<file path="config.mk">
export PLATFORM = sky130hd
export DESIGN_NAME = lab3_cache_wide_mem_adapter_flat
export DESIGN_NICKNAME = d
export VERILOG_FILES = /design/src/rtl/lab3_cache_wide_mem_adapter_if.sv /design/src/rtl/lab3_cache_wide_mem_adapter.sv /design/src/flat_wrapper.sv
export SDC_FILE = /design/constraint.sdc
export NUM_CORES = 1
export LEC_CHECK = 0
export ABC_AREA = 1
export BUFFER_PORTS_ARGS = -buffer_cell sky130_fd_sc_hd__buf_2
export CAP_MARGIN = 15
export CORE_AREA = 5 5 472 474
export DETAILED_ROUTE_END_ITERATION = 10
export DIE_AREA = 0 0 477 479
export GPL_TIMING_DRIVEN = 0
export MAX_ROUTING_LAYER = met4
export SYNTH_ARGS = -nofsm -noshare
export SYNTH_HDL_FRONTEND = slang
export SYNTH_SLANG_ARGS = --single-unit
</file>
<file path="constraint.sdc">
create_clock -name clk -period 6.2 [get_ports clk]
set_input_delay 0 -clock clk [delete_from_list [all_inputs] [get_ports clk]]
set_output_delay 0 -clock clk [all_outputs]
set_load 0.01 [all_outputs]
</file>
<file path="src/rtl/lab3_cache_wide_mem_adapter_if.sv">
// Request/response channel bundle used on both sides of the wide-memory adapter.
// The master issues requests and accepts responses; the slave does the opposite.
interface lab3_cache_wide_mem_adapter_if #(
   parameter int REQ_W  = 77,
   parameter int RESP_W = 47
);
   logic [REQ_W-1:0]  req_msg;
   logic              req_val;
   logic              req_rdy;
   logic [RESP_W-1:0] resp_msg;
   logic              resp_val;
   logic              resp_rdy;

   modport master (
      output req_msg, req_val, resp_rdy,
      input  req_rdy, resp_msg, resp_val
   );

   modport slave (
      input  req_msg, req_val, resp_rdy,
      output req_rdy, resp_msg, resp_val
   );
endinterface

</file>
<file path="src/rtl/lab3_cache_wide_mem_adapter.sv">
// Single-line (64B) buffer serving 4B word requests from a 64B-wide memory.
// Define LAB3_CACHE_WIDE_ADAPTER_WRITE_THROUGH_EN for write-through instead of write-back.
module lab3_cache_wide_mem_adapter (
   input  logic                                 clk,
   input  logic                                 reset,
   lab3_cache_wide_mem_adapter_if.slave         nmem,
   lab3_cache_wide_mem_adapter_if.master        wmem
);
   localparam logic [3:0] S_IDLE       = 4'd0;
   localparam logic [3:0] S_EVICT_REQ  = 4'd1;
   localparam logic [3:0] S_EVICT_WAIT = 4'd2;
   localparam logic [3:0] S_FILL_REQ   = 4'd3;
   localparam logic [3:0] S_FILL_WAIT  = 4'd4;
   localparam logic [3:0] S_ACCESS     = 4'd5;
   localparam logic [3:0] S_RESP       = 4'd6;
`ifdef LAB3_CACHE_WIDE_ADAPTER_WRITE_THROUGH_EN
   localparam logic [3:0] S_WT_REQ     = 4'd7;
   localparam logic [3:0] S_WT_WAIT    = 4'd8;
`endif

   localparam logic [2:0] TYPE_RD = 3'd0;
   localparam logic [2:0] TYPE_WR = 3'd1;

   logic [3:0]   state_q,   state_d;
   logic         valid_q,   valid_d;
   logic         dirty_q,   dirty_d;
   logic [25:0]  tag_q,     tag_d;
   logic [511:0] line_q,    line_d;
   logic [2:0]   rtype_q,   rtype_d;
   logic [7:0]   ropaque_q, ropaque_d;
   logic [31:0]  raddr_q,   raddr_d;
   logic [31:0]  rdata_q,   rdata_d;
   logic [31:0]  rword_q,   rword_d;

   logic [2:0]   wreq_type;
   logic [31:0]  wreq_addr;
   logic [511:0] wreq_data;
   logic         nreq_fire, nresp_fire, wreq_fire, wresp_fire;
   logic         is_wr;
   logic [8:0]   woff;
   logic         unused_bits;

   assign nreq_fire  = nmem.req_val  && nmem.req_rdy;
   assign nresp_fire = nmem.resp_val && nmem.resp_rdy;
   assign wreq_fire  = wmem.req_val  && wmem.req_rdy;
   assign wresp_fire = wmem.resp_val && wmem.resp_rdy;
   assign is_wr      = (rtype_q == TYPE_WR);
   assign woff       = {raddr_q[5:2], 5'b0};

   assign unused_bits = ^{nmem.req_msg[33:32], raddr_q[1:0], wmem.resp_msg[530:512]};

   // Moore outputs; every handshake is held off while reset is asserted
   always_comb begin
      nmem.req_rdy  = 1'b0;
      nmem.resp_val = 1'b0;
      wmem.req_val  = 1'b0;
      wmem.resp_rdy = 1'b0;
      wreq_type     = TYPE_RD;
      wreq_addr     = '0;
      wreq_data     = '0;
      if (!reset) begin
         case (state_q)
            S_IDLE: nmem.req_rdy = 1'b1;
            S_EVICT_REQ: begin
               wmem.req_val = 1'b1;
               wreq_type    = TYPE_WR;
               wreq_addr    = {tag_q, 6'b0};
               wreq_data    = line_q;
            end
            S_FILL_REQ: begin
               wmem.req_val = 1'b1;
               wreq_addr    = {raddr_q[31:6], 6'b0};
            end
            S_EVICT_WAIT, S_FILL_WAIT: wmem.resp_rdy = 1'b1;
            S_RESP: nmem.resp_val = 1'b1;
`ifdef LAB3_CACHE_WIDE_ADAPTER_WRITE_THROUGH_EN
            S_WT_REQ: begin
               wmem.req_val = 1'b1;
               wreq_type    = TYPE_WR;
               wreq_addr    = {tag_q, 6'b0};
               wreq_data    = line_q;
            end
            S_WT_WAIT: wmem.resp_rdy = 1'b1;
`endif
            default: ;
         endcase
      end
   end

   assign wmem.req_msg  = {wreq_type, 8'h00, wreq_addr, 6'd0, wreq_data};
   assign nmem.resp_msg = {rtype_q, ropaque_q, 2'b00, 2'b00, rword_q};

   always_comb begin
      state_d   = state_q;
      valid_d   = valid_q;
      dirty_d   = dirty_q;
      tag_d     = tag_q;
      line_d    = line_q;
      rtype_d   = rtype_q;
      ropaque_d = ropaque_q;
      raddr_d   = raddr_q;
      rdata_d   = rdata_q;
      rword_d   = rword_q;
      case (state_q)
         S_IDLE: begin
            if (nreq_fire) begin
               rtype_d   = nmem.req_msg[76:74];
               ropaque_d = nmem.req_msg[73:66];
               raddr_d   = nmem.req_msg[65:34];
               rdata_d   = nmem.req_msg[31:0];
               if (valid_q && (tag_q == nmem.req_msg[65:40])) state_d = S_ACCESS;
               else if (dirty_q)                              state_d = S_EVICT_REQ;
               else                                           state_d = S_FILL_REQ;
            end
         end
         S_EVICT_REQ: if (wreq_fire) state_d = S_EVICT_WAIT;
         S_EVICT_WAIT: begin
            if (wresp_fire) begin
               dirty_d = 1'b0;
               state_d = S_FILL_REQ;
            end
         end
         S_FILL_REQ: if (wreq_fire) state_d = S_FILL_WAIT;
         S_FILL_WAIT: begin
            if (wresp_fire) begin
               line_d  = wmem.resp_msg[511:0];
               tag_d   = raddr_q[31:6];
               valid_d = 1'b1;
               dirty_d = 1'b0;
               state_d = S_ACCESS;
            end
         end
         S_ACCESS: begin
            if (is_wr) begin
               line_d[woff +: 32] = rdata_q;
               rword_d            = 32'd0;
`ifdef LAB3_CACHE_WIDE_ADAPTER_WRITE_THROUGH_EN
               state_d            = S_WT_REQ;
`else
               dirty_d            = 1'b1;
               state_d            = S_RESP;
`endif
            end else begin
               rword_d = line_q[woff +: 32];
               state_d = S_RESP;
            end
         end
         S_RESP: if (nresp_fire) state_d = S_IDLE;
`ifdef LAB3_CACHE_WIDE_ADAPTER_WRITE_THROUGH_EN
         S_WT_REQ:  if (wreq_fire)  state_d = S_WT_WAIT;
         S_WT_WAIT: if (wresp_fire) state_d = S_RESP;
`endif
         default: state_d = S_IDLE;
      endcase
   end

   // Only control state is reset; line/tag contents are qualified by valid_q
   always_ff @(posedge clk) begin
      if (reset) begin
         state_q <= S_IDLE;
         valid_q <= 1'b0;
         dirty_q <= 1'b0;
      end else begin
         state_q <= state_d;
         valid_q <= valid_d;
         dirty_q <= dirty_d;
      end
      tag_q     <= tag_d;
      line_q    <= line_d;
      rtype_q   <= rtype_d;
      ropaque_q <= ropaque_d;
      raddr_q   <= raddr_d;
      rdata_q   <= rdata_d;
      rword_q   <= rword_d;
   end
endmodule

</file>
<file path="src/flat_wrapper.sv">
// flat-port wrapper written by rule: the top's interface ports become plain ports
module lab3_cache_wide_mem_adapter_flat 
  (clk, reset, nmem_req_msg, nmem_req_val, nmem_resp_rdy, nmem_req_rdy, nmem_resp_msg, nmem_resp_val, wmem_req_msg, wmem_req_val, wmem_resp_rdy, wmem_req_rdy, wmem_resp_msg, wmem_resp_val);
  lab3_cache_wide_mem_adapter_if #(.REQ_W(77), .RESP_W(47)) nmem_i ();
  lab3_cache_wide_mem_adapter_if #(.REQ_W(561), .RESP_W(531)) wmem_i ();
  input  logic clk;
  input  logic reset;
  input wire logic [$bits(nmem_i.req_msg)-1:0] nmem_req_msg;
  input wire logic [$bits(nmem_i.req_val)-1:0] nmem_req_val;
  input wire logic [$bits(nmem_i.resp_rdy)-1:0] nmem_resp_rdy;
  output wire logic [$bits(nmem_i.req_rdy)-1:0] nmem_req_rdy;
  output wire logic [$bits(nmem_i.resp_msg)-1:0] nmem_resp_msg;
  output wire logic [$bits(nmem_i.resp_val)-1:0] nmem_resp_val;
  output wire logic [$bits(wmem_i.req_msg)-1:0] wmem_req_msg;
  output wire logic [$bits(wmem_i.req_val)-1:0] wmem_req_val;
  output wire logic [$bits(wmem_i.resp_rdy)-1:0] wmem_resp_rdy;
  input wire logic [$bits(wmem_i.req_rdy)-1:0] wmem_req_rdy;
  input wire logic [$bits(wmem_i.resp_msg)-1:0] wmem_resp_msg;
  input wire logic [$bits(wmem_i.resp_val)-1:0] wmem_resp_val;
  assign nmem_i.req_msg = nmem_req_msg;
  assign nmem_i.req_val = nmem_req_val;
  assign nmem_i.resp_rdy = nmem_resp_rdy;
  assign nmem_req_rdy = nmem_i.req_rdy;
  assign nmem_resp_msg = nmem_i.resp_msg;
  assign nmem_resp_val = nmem_i.resp_val;
  assign wmem_req_msg = wmem_i.req_msg;
  assign wmem_req_val = wmem_i.req_val;
  assign wmem_resp_rdy = wmem_i.resp_rdy;
  assign wmem_i.req_rdy = wmem_req_rdy;
  assign wmem_i.resp_msg = wmem_resp_msg;
  assign wmem_i.resp_val = wmem_resp_val;
  lab3_cache_wide_mem_adapter u_core (.clk(clk), .reset(reset), .nmem(nmem_i), .wmem(wmem_i));
endmodule
</file>
* Yosys cells after proc, flatten, opt, wreduce, memory -nomap -nowiden
Index checks and enable logic that the tools add are counted.
** Storage, ports and cells
- Bits of input ports :: 614
- Logic and storage cells :: 75
- Register bits :: 651
- Output and inout port bits :: 612
** Operators by class
- Muxes and demuxes :: 30
- Eq/ne operators :: 16
- Add/sub/neg operators :: 1
- Shift operators :: 3
- Reductions and logical operators :: 15
** Operators by type and width (number)
- $mux 512 :: 4
- $pmux 512 s2 :: 1
- $bwmux 512 :: 1
- $shift 32x11->512 const A :: 1
- $shiftx 32x11->512 :: 1
- $shiftx 512x10->32 :: 1
- $pmux 32 s2 :: 1
- $mux 32 :: 1
- $mux 4 :: 7
- $pmux 4 s7 :: 1
- $eq 26x26->1 :: 1
- $ne 2x1->1 const B :: 8
- $eq 4x3->1 const B :: 3
- $mux 1 :: 11
- $neg 9->11 :: 1
- $eq 4x2->1 const B :: 2
- $reduce_and 3->1 :: 2
- $reduce_and 6->1 :: 1
- $logic_and 1x1->1 :: 5
- $eq 4x1->1 const B :: 1
- $logic_not 4->1 :: 1
- $reduce_and 2->1 :: 2
- $reduce_bool 2->1 :: 2
- $reduce_or 2->1 :: 2
- 4 further kinds :: 4

* Longest topological paths before layout
- Depth after elaboration :: 7
- Mapped depth :: 12
- Mapped depth without buffers :: 11

* Least setup slack after synthesis
Ideal clock, no wire load.
- Kind :: reg2reg
- Start point :: register u_core.state_q[2]
- End point :: register u_core.state_q[2]
- Arrival time :: 6.686 ns
- Cell stages (with the launch flop) :: 9
- Clock period less this slack :: 6.757 ns
- Required time :: 6.130 ns
- Library setup time :: 0.070 ns
- Path buffers :: 0
- Setup slack :: -0.557 ns
- Path through :: dfxtp_1 > nor2_1 > nand2_1 > nor3b_1 > nor2_1 > nor2_1 > and3_1 > nand2_1 > a21oi_1
** Between the ends
- Cells in the longest elaborated chain, start to end :: 7
- Elaborated cells between the ends (all ways) :: 29
- Those cells by class :: 12 x eq/ne; 9 x mux; 8 x reduce/logical
** RTL lines
- from (decl) :: RTL line lab3_cache_wide_mem_adapter.sv:24 : logic [3:0] state_q, state_d;
- from (signal assigned) :: RTL line lab3_cache_wide_mem_adapter.sv:164 : state_q <= state_d;
- $eq 4x1->1 (tied with other cells) :: RTL line lab3_cache_wide_mem_adapter.sv:62, lab3_cache_wide_mem_adapter.sv:104
- $reduce_or 2->1 (no source line)
- $mux 1 :: RTL line lab3_cache_wide_mem_adapter.sv:62 : case (state_q)
- $mux 1 :: RTL line lab3_cache_wide_mem_adapter.sv:61 : if (!reset) begin
- $logic_and 1x1->1 (on tied branches) :: RTL line lab3_cache_wide_mem_adapter.sv:45, lab3_cache_wide_mem_adapter.sv:46
- $ne 2x1->1 (no source line)
- $reduce_and 6->1 (no source line)
Several ways; a longest one is shown, not always the timed one.
A chain may end at the register's enable or synchronous reset.

* Final worst setup path
- Start point :: register u_core.raddr_q[3]
- End point :: register u_core.line_q[18], data pin
** Between the ends
- Cells in the longest elaborated chain, start to end :: 5
- Elaborated cells between the ends (all ways) :: 6
- Those cells by class :: 1 x add/sub; 2 x shift; 3 x mux
** RTL lines
- from (decl) :: RTL line lab3_cache_wide_mem_adapter.sv:31 : logic [31:0] raddr_q, raddr_d;
- from (signal assigned) :: RTL line lab3_cache_wide_mem_adapter.sv:172 : raddr_q <= raddr_d;
- $neg 9->11 (*) :: RTL line lab3_cache_wide_mem_adapter.sv:135 : line_d[woff +: 32] = rdata_q;
- $shiftx 32x11->512 or $shift 32x11->512 (tied branches) :: RTL line lab3_cache_wide_mem_adapter.sv:135
- $bwmux 512 (*) :: RTL line lab3_cache_wide_mem_adapter.sv:135
- $mux 512 (*) :: RTL line lab3_cache_wide_mem_adapter.sv:134 : if (is_wr) begin
- $pmux 512 s2 (*) :: RTL line lab3_cache_wide_mem_adapter.sv:104 : case (state_q)
- via u_core.line_d[18] :: RTL line lab3_cache_wide_mem_adapter.sv:28 : logic [511:0] line_q, line_d;
- to (signal assigned) :: RTL line lab3_cache_wide_mem_adapter.sv:169 : line_q <= line_d;
- to (decl) :: RTL line lab3_cache_wide_mem_adapter.sv:28
The timed path passes the listed nets; every way through them passes the cells marked *. The select of a mux whose other input is x is not followed.

==> flow_summary.json <==
{
  "place_inst": 8534,
  "place_congestion": 1.08,
  "power.leakage_nw": 24.2,
  "syn_inst": 4403,
  "clk_pin_slew_ns": 0.06,
  "grt_max_degree": 33,
  "synth.distinct_cells": 39,
  "status": "finished, final reports clean",
  "vdd_drop_max_mv": 0.227,
  "nNetsFinal": 7008,
  "yosysWarnings": 0,
  "dpl_cell_area_um2": 46700,
  "final_cells": 9443,
  "grt_pass1_vias": 43885,
  "cts_made_buffers": 88,
  "clockBufferDepth": 3,
  "row_count": 172,
  "finalCritPeriodShare": 0.906,
  "area_delta_synth_final_pct": 58.1,
  "route.vias.total": 45603,
  "initial_core_util": 0.163,
  "synth_area_um2": 35600,
  "post_cts_buffers": 0,
  "setup_violations": 0,
  "cts-root-buf": "clkbuf_16",
  "timing.critical_path.arrival_ns": 6.08,
  "relSlewSlack": 0.0878,
  "crit_start": "u_core.raddr_q[3]",
  "fin_skew_ns": 0.0353,
  "pwr_density_cell_nw_per_um2": 291,
  "drc": 0,
  "coreArea_um2": 218000,
  "die_area_um2": 228000,
  "dr.first_iter.drc_count": 6055,
  "required_ns": 6.67,
  "syn_area_per_cell_um2": 8.10,
  "cp-start-kind": "register",
  "fp.dieW_um": 477,
  "synth.yosys.seq_area_share": 0.545,
  "ant_nets": 0,
  "path_class": "reg -> reg",
  "multi_input_area_um2": 13700,
  "first_pass_iters": 6,
  "fill_cells": 23904,
  "worst_pin_slew_ns": 1.37,
  "die_h_um": 479,
  "drv_slew": 0,
  "cts_tree": "built",
  "max_freq_mhz": 178,
  "cts_sinks": 648,
  "wl_per_cell_um": 41.6,
  "design_area_um2": 56400,
  "via_per_inst": 4.83,
  "hp-class": "in -> reg",
  "path_max_fanout": 11,
  "totalWireLength_mm": 392,
  "mostFrequentLayoutCells": "buf_2 (1,230), nand2_1 (1,159), o21ai_0 (700)",
  "portBuffers": 1175,
  "hp-start": "nmem_req_msg[14]",
  "htreeDepth": 3,
  "cts_resized": 0,
  "layout-drive-gt1-share": 0.236,
  "antenna_found_initial": 119,
  "hpwlAfterDp_mm": 337,
  "grt.overflow.total": 0,
  "rsz0062_at_grt": "false",
  "hold_violations": 0,
  "grtUsageTotal": 0.338,
  "r2r_start": "u_core.raddr_q[3]",
  "ios": 1226,
  "grt_pass1_wl_mm": 482,
  "worstSkewPairLatency_ns": 0.78,
  "regArea_um2": 19400,
  "cap_violations": 0,
  "period_minus_slack_ns": 5.62,
  "ys_seq_elements": 648,
  "final_common_cell": "buf_2",
  "r2r_slack_ns": 0.58,
  "crit_path_end_kind": "register"
}
==> path summary, 6_finish.rpt <==
path                        endpoint  depth (start not counted)
hold reg to reg      u_core.tag_q[0]                          0
setup / recovery   u_core.line_q[18]                         10
hold / removal    u_core.rdata_q[14]                          2
setup reg to reg   u_core.line_q[18]                         10
==> power breakdown <==
group | leakage (nW) | switching, mW | internal (mW)
Sequential | 5.84 | 0.111 | 5.00
Combinational | 16.9 | 4.24 | 1.57
Clock | 1.45 | 2.27 | 3.22
Total | 24.2 | 6.62 | 9.79
==> sequential cells by signal, indices dropped and copies added (netlist names) <==
register / cells
u_core.ropaque_q: 8
u_core.raddr_q: 30
u_core.valid_q: 1
u_core.rword_q: 32
u_core.tag_q: 26
u_core.rtype_q: 3
u_core.dirty_q: 1
u_core.state_q: 3
u_core.line_q: 512
u_core.rdata_q: 32
==> cells in the mapped netlist, drive strengths merged <==
cell,count,share of area
nand2,1159,0.12
xor2,1,0.00025
nor3,68,0.0097
a311oi,1,0.00025
ha,3,0.0011
o311a,1,0.00028
o211ai,73,0.015
o2111ai,2,0.00049
buf,108,0.016
a21oi,190,0.027
conb,1,0.00011
o311ai,10,0.0025
o21bai,1,0.00021
inv,317,0.033
dfxtp,5,0.0028
a31oi,1,0.00018
nand3,115,0.016
and3,1,0.00018
a211oi,1,0.00021
o21a,1,0.00021
xnor2,2,0.0010
a41oi,5,0.0012
a32o,2,0.00056
o211a,2,0.00056
o21ai,787,0.11
nor2,639,0.068
nor3b,3,0.00063
clkbuf,260,0.028
edfxtp,643,0.54
a22oi,1,0.00021
==> metal layers <==
metal,GRT usage,share of wire,vias to the layer above
met5,-,0,-
met4,0.205,0.076,0
met3,0.0611,0.077,740
met2,0.530,0.45,3533
met1,0.405,0.39,22481
li1,-,-,18849
==> kinds of logic after synthesis <==
family,after synthesis,share of synthesized area
AOI/OAI and AO/OA,1078,0.159
buffers and inverters,685,0.0772
xor gates and xnor gates,3,0.00126
DFF,648,0.545
other,1,0.000105
and+or+nand+nor,1985,0.216
adders and majority gates,3,0.00105
==> metrics by stage <==
stage / setup TNS (ns) / hold slack (ns) / worst slack (ns) / total power [mW] / utilization
after detailed placement: 0 / 0.178 / 0.894 / 10.5 / 0.214
after global placement: -1452.75 / 0.178 / -3.27 / 10.3 / 0.207
final: 0 / 0.0209 / 0.581 / 16.4 / 0.258
after global routing: 0 / 0.00133 / 0.717 / 16.8 / 0.257
after floorplan: 0 / 0.0989 / 1.91 / 7.19 / -
after CTS: 0 / 0.00204 / 0.862 / 16.3 / 0.257
==> critical path, cell delays in order (launching register included) <==
cell and delay [ns]:
edfxtp_1 0.52, buf_2 0.30, inv_1 0.11, buf_2 0.37, buf_1 0.95, ha_1 0.40, clkbuf_1 0.31, nor3_1 1.03
inv_1 0.35, clkbuf_1 0.35, o21ai_0 0.59
==> cell type report <==
class / instances / area share
antenna: 109 / 0.00484
buffer: 368 / 0.0280
clock buffer: 105 / 0.0410
clock inverter: 57 / 0.0124
inverter: 317 / 0.0211
multi-input combinational: 3095 / 0.244
sequential: 648 / 0.344
tap: 2871 / 0.0637
timing repair buffer: 1873 / 0.241
==> repair_timing <==
item                                   in CTS  in global routing
endpoints found under the hold margin     625                  0
hold buffers                              638                  0
setup endpoints to repair                   0                  0
Power figures use the tool's default switching activity.
